## config.mk

```make
export PLATFORM = sky130hd
export DESIGN_NAME = video_in_store_burst_flat
export DESIGN_NICKNAME = d
export VERILOG_FILES = /design/src/rtl/video_in_store_burst_if.sv /design/src/rtl/video_in_store_burst.sv /design/src/flat_wrapper.sv
export SDC_FILE = /design/constraint.sdc
export NUM_CORES = 1
export LEC_CHECK = 0
export ABC_AREA = 1
export BUFFER_PORTS_ARGS = -buffer_cell sky130_fd_sc_hd__buf_2
export CORE_MARGIN = 2
export CORE_UTILIZATION = 52
export CTS_CLUSTER_SIZE = 30
export DETAILED_ROUTE_END_ITERATION = 6
export MAX_ROUTING_LAYER = met4
export PLACE_DENSITY = 0.83
export SLEW_MARGIN = 20
export SYNTH_ARGS = -nofsm -noshare
export SYNTH_HDL_FRONTEND = slang
export SYNTH_SLANG_ARGS = --single-unit
```

## constraint.sdc

```tcl
create_clock -name clk -period 3.76 [get_ports clk]
set_input_delay 0.564 -clock clk [delete_from_list [all_inputs] [get_ports clk]]
set_output_delay 0.564 -clock clk [all_outputs]
set_load 0.01 [all_outputs]
```

## src/rtl/video_in_store_burst_if.sv

```systemverilog
// Bundles the pixel-FIFO, frame-address, Wishbone write-master and interrupt
// signals of video_in_store_burst; master is the store engine, slave is its surroundings.
interface video_in_store_burst_if #(
    parameter int CNT_W = 10
);
    logic [31:0]      frame_addr;
    logic             frame_addr_we;
    logic [31:0]      fifo_data;
    logic [CNT_W-1:0] fifo_count;
    logic             fifo_rd;
    logic             p_wb_CYC_O;
    logic             p_wb_STB_O;
    logic             p_wb_LOCK_O;
    logic             p_wb_WE_O;
    logic [3:0]       p_wb_SEL_O;
    logic [31:0]      p_wb_ADR_O;
    logic [31:0]      p_wb_DAT_O;
    logic             p_wb_ACK_I;
    logic             p_wb_ERR_I;
    logic             irq_frame;
    logic             irq_err;
    logic             busy;

    modport master (
        input  frame_addr, frame_addr_we, fifo_data, fifo_count, p_wb_ACK_I, p_wb_ERR_I,
        output fifo_rd, p_wb_CYC_O, p_wb_STB_O, p_wb_LOCK_O, p_wb_WE_O, p_wb_SEL_O,
               p_wb_ADR_O, p_wb_DAT_O, irq_frame, irq_err, busy
    );

    modport slave (
        output frame_addr, frame_addr_we, fifo_data, fifo_count, p_wb_ACK_I, p_wb_ERR_I,
        input  fifo_rd, p_wb_CYC_O, p_wb_STB_O, p_wb_LOCK_O, p_wb_WE_O, p_wb_SEL_O,
               p_wb_ADR_O, p_wb_DAT_O, irq_frame, irq_err, busy
    );
endinterface

```

## src/rtl/video_in_store_burst.sv

```systemverilog
// Wishbone burst write master storing FIFO video words into a double-buffered frame buffer.
// A burst starts the cycle after enough words are queued; one word per ACK, the slave stalls via ACK.
module video_in_store_burst #(
    parameter int P_WIDTH      = 640,
    parameter int P_HEIGHT     = 480,
    parameter int PIX_PER_WORD = 4,
    parameter int BURST_LEN    = 16,
    parameter int CNT_W        = 10
) (
    input  logic                   clk,
    input  logic                   RST,
    video_in_store_burst_if.master bus
);
    localparam int FRAME_WORDS = P_WIDTH * P_HEIGHT / PIX_PER_WORD;
    localparam int WC_W        = $clog2(FRAME_WORDS + 1);
    localparam int BL_W        = $clog2(BURST_LEN + 1);

    typedef enum logic [1:0] {IDLE, WAIT_DATA, BURST, DONE} state_t;

    state_t           state;
    logic [31:0]      pending_addr;
    logic             pending_valid;
    logic [31:0]      active_base;
    logic [31:0]      adr;
    logic [WC_W-1:0]  word_cnt;
    logic [BL_W-1:0]  beats_left;
    logic             cyc;
    logic             irq_frame;
    logic             irq_err;
    logic [CNT_W-1:0] fifo_cnt;
    logic [31:0]      words_left;
    logic [31:0]      burst_n;
    logic             ack;
    logic             err;

    assign fifo_cnt   = bus.fifo_count;
    assign words_left = 32'(FRAME_WORDS) - 32'(word_cnt);
    assign burst_n    = (words_left < 32'(BURST_LEN)) ? words_left : 32'(BURST_LEN);

    // ERR takes priority over a simultaneous ACK; both are ignored outside a strobe.
    assign err = cyc & bus.p_wb_ERR_I;
    assign ack = cyc & bus.p_wb_ACK_I & ~bus.p_wb_ERR_I;

    always_ff @(posedge clk or posedge RST) begin
        if (RST) begin
            state         <= IDLE;
            pending_addr  <= '0;
            pending_valid <= 1'b0;
            active_base   <= '0;
            adr           <= '0;
            word_cnt      <= '0;
            beats_left    <= '0;
            cyc           <= 1'b0;
            irq_frame     <= 1'b0;
            irq_err       <= 1'b0;
        end else begin
            irq_frame <= 1'b0;
            irq_err   <= 1'b0;
            if (bus.frame_addr_we) begin
                pending_addr  <= bus.frame_addr;
                pending_valid <= 1'b1;
            end
            case (state)
                IDLE: begin
                    if (pending_valid) begin
                        active_base <= pending_addr;
                        if (!bus.frame_addr_we) pending_valid <= 1'b0;
                        word_cnt <= '0;
                        state    <= WAIT_DATA;
                    end
                end
                WAIT_DATA: begin
                    if (32'(fifo_cnt) >= burst_n) begin
                        cyc        <= 1'b1;
                        adr        <= active_base + (32'(word_cnt) << 2);
                        beats_left <= BL_W'(burst_n);
                        state      <= BURST;
                    end
                end
                BURST: begin
                    if (err) begin
                        cyc     <= 1'b0;
                        irq_err <= 1'b1;
                        state   <= IDLE;
                    end else if (ack) begin
                        word_cnt   <= word_cnt + 1'b1;
                        adr        <= adr + 32'd4;
                        beats_left <= beats_left - 1'b1;
                        if (beats_left == BL_W'(1)) begin
                            cyc <= 1'b0;
                            if (32'(word_cnt) + 32'd1 == 32'(FRAME_WORDS)) begin
                                irq_frame <= 1'b1;
                                state     <= DONE;
                            end else begin
                                state <= WAIT_DATA;
                            end
                        end
                    end
                end
                DONE:    state <= IDLE;
                default: state <= IDLE;
            endcase
        end
    end

    assign bus.p_wb_CYC_O  = cyc;
    assign bus.p_wb_STB_O  = cyc;
    assign bus.p_wb_LOCK_O = cyc;
    assign bus.p_wb_WE_O   = cyc;
    assign bus.p_wb_SEL_O  = 4'hF;
    assign bus.p_wb_ADR_O  = adr;
    assign bus.p_wb_DAT_O  = cyc ? bus.fifo_data : 32'd0;
    assign bus.fifo_rd     = ack;
    assign bus.irq_frame   = irq_frame;
    assign bus.irq_err     = irq_err;
    assign bus.busy        = (state != IDLE);
endmodule

```

## src/flat_wrapper.sv

```systemverilog
// flat-port wrapper written by rule: the top's interface ports become plain ports
module video_in_store_burst_flat 
#(
    parameter int P_WIDTH      = 640,
    parameter int P_HEIGHT     = 480,
    parameter int PIX_PER_WORD = 4,
    parameter int BURST_LEN    = 16,
    parameter int CNT_W        = 10
)
  (clk, RST, bus_frame_addr, bus_frame_addr_we, bus_fifo_data, bus_fifo_count, bus_p_wb_ACK_I, bus_p_wb_ERR_I, bus_fifo_rd, bus_p_wb_CYC_O, bus_p_wb_STB_O, bus_p_wb_LOCK_O, bus_p_wb_WE_O, bus_p_wb_SEL_O, bus_p_wb_ADR_O, bus_p_wb_DAT_O, bus_irq_frame, bus_irq_err, bus_busy);
  video_in_store_burst_if #(.CNT_W(CNT_W)) bus_i ();
  input  logic clk;
  input  logic RST;
  input wire logic [$bits(bus_i.frame_addr)-1:0] bus_frame_addr;
  input wire logic [$bits(bus_i.frame_addr_we)-1:0] bus_frame_addr_we;
  input wire logic [$bits(bus_i.fifo_data)-1:0] bus_fifo_data;
  input wire logic [$bits(bus_i.fifo_count)-1:0] bus_fifo_count;
  input wire logic [$bits(bus_i.p_wb_ACK_I)-1:0] bus_p_wb_ACK_I;
  input wire logic [$bits(bus_i.p_wb_ERR_I)-1:0] bus_p_wb_ERR_I;
  output wire logic [$bits(bus_i.fifo_rd)-1:0] bus_fifo_rd;
  output wire logic [$bits(bus_i.p_wb_CYC_O)-1:0] bus_p_wb_CYC_O;
  output wire logic [$bits(bus_i.p_wb_STB_O)-1:0] bus_p_wb_STB_O;
  output wire logic [$bits(bus_i.p_wb_LOCK_O)-1:0] bus_p_wb_LOCK_O;
  output wire logic [$bits(bus_i.p_wb_WE_O)-1:0] bus_p_wb_WE_O;
  output wire logic [$bits(bus_i.p_wb_SEL_O)-1:0] bus_p_wb_SEL_O;
  output wire logic [$bits(bus_i.p_wb_ADR_O)-1:0] bus_p_wb_ADR_O;
  output wire logic [$bits(bus_i.p_wb_DAT_O)-1:0] bus_p_wb_DAT_O;
  output wire logic [$bits(bus_i.irq_frame)-1:0] bus_irq_frame;
  output wire logic [$bits(bus_i.irq_err)-1:0] bus_irq_err;
  output wire logic [$bits(bus_i.busy)-1:0] bus_busy;
  assign bus_i.frame_addr = bus_frame_addr;
  assign bus_i.frame_addr_we = bus_frame_addr_we;
  assign bus_i.fifo_data = bus_fifo_data;
  assign bus_i.fifo_count = bus_fifo_count;
  assign bus_i.p_wb_ACK_I = bus_p_wb_ACK_I;
  assign bus_i.p_wb_ERR_I = bus_p_wb_ERR_I;
  assign bus_fifo_rd = bus_i.fifo_rd;
  assign bus_p_wb_CYC_O = bus_i.p_wb_CYC_O;
  assign bus_p_wb_STB_O = bus_i.p_wb_STB_O;
  assign bus_p_wb_LOCK_O = bus_i.p_wb_LOCK_O;
  assign bus_p_wb_WE_O = bus_i.p_wb_WE_O;
  assign bus_p_wb_SEL_O = bus_i.p_wb_SEL_O;
  assign bus_p_wb_ADR_O = bus_i.p_wb_ADR_O;
  assign bus_p_wb_DAT_O = bus_i.p_wb_DAT_O;
  assign bus_irq_frame = bus_i.irq_frame;
  assign bus_irq_err = bus_i.irq_err;
  assign bus_busy = bus_i.busy;
  video_in_store_burst #(.P_WIDTH(P_WIDTH), .P_HEIGHT(P_HEIGHT), .PIX_PER_WORD(PIX_PER_WORD), .BURST_LEN(BURST_LEN), .CNT_W(CNT_W)) u_core (.clk(clk), .RST(RST), .bus(bus_i));
endmodule
```

==> out/results.tsv <==
metric	value	unit
finalCriticalPeriod	3400	ps
yosysWarnings	0	
maxSlewViolCount	0	
leakagePower	0.00559	uW
first_pass_iters	6	
intPower	4030	uW
synthArstFlopShare	100	%
r2r_slack	360	ps
finalInstanceArea	10600	um2
clockPowerShare	23.9	%
r2r_end	u_core.bus.p_wb_ADR_O[18]	
fmax	294	MHz
endpoint_kind	flip-flop	
hold_violations	0	
place_area	10000	um2
seqPwrFrac	30.0	%
yosysTopAreaCellShare	34.3	%
comb_power_share	46.1	%
diodes	0	
ctsLongestPathBuffers	2	
hold_path.class	in2async	
netlist_top_cells_area	dfrtp_1 34%, nand2_1 17%, inv_1 7.6%	
slew_headroom	36.3	%
postSynthCellCount	1371	
fill_cells	1585	
fin_nets	1630	
p_sw	3200	uW
critPathRequiredTime	4070	ps
vdd.ir_drop.worst	368	uV
synthesis.area_per_instance	6.60	um2
syn_to_final_growth	17.6	%
dieArea	18500	um2
grt_pass1_vias	8582	
post-route-period-util	90.5	%
synth_top_area_cell	dfrtp_1	
cp-start-kind	flip-flop	
vias	9388	
ff_latch_area	3100	um2
cp.arrival	3710	ps
r2r-start	u_core.word_cnt[1]	
drt-wirelength-per-cell	14.7	um
worst_slack	355	ps
worst_pin_slew	956	ps
drv_cap	0	
ff2ff_path_depth	24	
start_util	52.7	%
multi_input_area	5010	um2
syn_area	9040	um2
dp_worst_setup_slack	229	ps
rows	48	
core_area	17200	um2
final-setup-viol-count	0	
ant_nets	0	
synth-seq-cells	124	
boundaryPins	155	
post_cts_buffers	0	
grt_max_degree	125	
grt_pass1_wl	40.9	mm
cts_root_buf	clkbuf_16	
grt_usage	29.0	%
drive_gt1_share	15.7	%
viasPerCell	5.37	
finalPower	7230	uW
cts_buffers	17	
tns	0	ps
grt-ovfl-total	0	
skew	10.1	ps
holdWs	340	ps
portBuffers	150	
htreeDepth	4	
cts.sinks	124	
die_w	136	um
cts_tree	done	
hpwl	19.5	mm
antenna_found_initial	0	
die_h	136	um
route.detailed.drc	0	
critPathMaxFanout	21	
clk_pin_slew_worst_paths	60	ps
status	complete, no violations	
routed_wl	25.8	mm
synth_cell_types	48	
gp_congestion	1.03	
clkLatencyLatePin	430	ps
rsz0062_at_grt	no	
ys_seq_area_share	34.3	%
powerDensity	680	nW/um2
worstSetupPathType	reg2reg	
drt_iter0_markers	823	
swShare	44.2	%
synth_ff_type	dfrtp_1	
synth_edf_count	0	
==> cells in the final DEF (no fill, tap or decap), types with 14 or more instances in the layout <==
cell and instances:
xor2_1 21, nand2_1 416, nor2_1 122, o22ai_1 14, nor3_1 25, buf_2 150
dfrtp_1 123, nand4_1 29, o21ai_0 127, ha_1 35, inv_1 181, nand3_1 92
clkbuf_16 17, a21oi_1 47
==> registers in the layout (all words and copies together), names as in the netlist <==
| name | count |
|---|---|
| u_core.word_cnt | 17 |
| u_core.beats_left | 5 |
| u_core.bus.irq_frame | 1 |
| u_core.bus.irq_err | 1 |
| u_core.state | 2 |
| u_core.pending_addr | 32 |
| u_core.pending_valid | 1 |
| u_core.active_base | 32 |
| u_core.bus.p_wb_ADR_O | 32 |
| u_core.bus.p_wb_CYC_O | 1 |
==> area by class of cell <==
type | count | area share, %
repair buffers | 164 | 8.40
well taps | 225 | 2.65
flip-flops and latches | 124 | 29.2
clock buffers | 19 | 4.16
multi-input cells | 1012 | 47.1
clock inverters | 10 | 1.58
inverters | 195 | 6.97
==> cell usage after synthesis (2+ instances only) <==
| library cell | count |
|---|---|
| nand3b_1 | 7 |
| nor3_2 | 2 |
| o21ai_1 | 3 |
| nor2_2 | 12 |
| buf_2 | 7 |
| nor2_1 | 122 |
| xnor2_1 | 4 |
| clkbuf_1 | 24 |
| nor2_4 | 3 |
| nand3_1 | 93 |
| nand2_2 | 4 |
| nand4_1 | 29 |
| xor2_1 | 21 |
| buf_4 | 11 |
| o211ai_1 | 7 |
| nor3_1 | 25 |
| a21o_1 | 2 |
| o21ai_0 | 127 |
| inv_1 | 182 |
| o22ai_1 | 14 |
| dfrtp_1 | 124 |
| buf_1 | 3 |
| ha_1 | 36 |
| nor4_1 | 7 |
| inv_2 | 10 |
| nor3b_1 | 2 |
| a21oi_1 | 47 |
| nand2_1 | 417 |
| or2_2 | 4 |
| buf_6 | 3 |
| o32ai_1 | 2 |
==> cells by family after synthesis <==
group,Yosys count,share of synthesized area [%]
xor+xnor,25,2.42
flops,124,34.3
other cells,1,0.0415
compound gates,208,12.2
buf+inv,243,11.0
simple gates,733,34.8
fa+ha+maj,37,5.20
==> per-layer routing <==
layer	routed length (um)	vias to the layer above	track usage [%]
li1	-	4672	-
met1	11100	4232	37.6
met2	11700	428	46.1
met3	2290	56	4.66
met4	620	0	10.5
met5	0	-	-
==> critical path, cell delays in order, from the launching register on <==
cell and delay, ps:
dfrtp_2 440, inv_1 90, buf_4 150, nand2_1 60, nor2_1 160, nand3_1 140, nand2_1 80, nand2_1 50
nand2_1 110, nand3_1 110, nor3b_2 190, nand3_1 150, inv_2 110, nand2_1 50, ha_1 300, nand2_1 70
o21ai_0 150, nand4_1 100, nand3_1 90, nand2_1 100, nand2_1 150, nand2_2 90, buf_12 160, a21oi_1 110
o21ai_0 80
==> per-stage QoR <==
step,cells,utilization [%]
floorplan,1379,-
global placement,1720,58.2
detailed placement,1720,58.2
CTS,1749,61.7
global route,1749,61.9
finish,1749,61.9
==> power by group through the flow <==
stage	clock network, uW	logic [uW]	registers, uW
2_1_floorplan	0	2270	2120
3_3_place_gp	0	3160	2160
3_5_place_dp	0	3240	2170
4_1_cts	1740	3270	2150
5_1_grt	1800	3780	2210
6_report	1730	3340	2170
==> how the worst max path moves through the flow <==
stage | start | to | cells after the start
floorplan | u_core.word_cnt[1] | u_core.bus.p_wb_ADR_O[24] | 24
global placement | u_core.word_cnt[1] | u_core.bus.p_wb_ADR_O[28] | 25
detailed placement | u_core.word_cnt[1] | u_core.bus.p_wb_ADR_O[28] | 25
CTS | u_core.word_cnt[1] | u_core.bus.p_wb_ADR_O[28] | 25
global route | u_core.word_cnt[1] | u_core.bus.p_wb_ADR_O[18] | 24
finish | u_core.word_cnt[1] | u_core.bus.p_wb_ADR_O[18] | 24
==> what timing repair did <==
| action | 4_1_cts | 5_1_grt |
|---|---|---|
| resized for setup | 0 | 9 |
| hold buffers | 0 | 0 |
| endpoints found under the setup margin | 0 | 33 |
No activity file was read; power rests on OpenSTA's default activity.
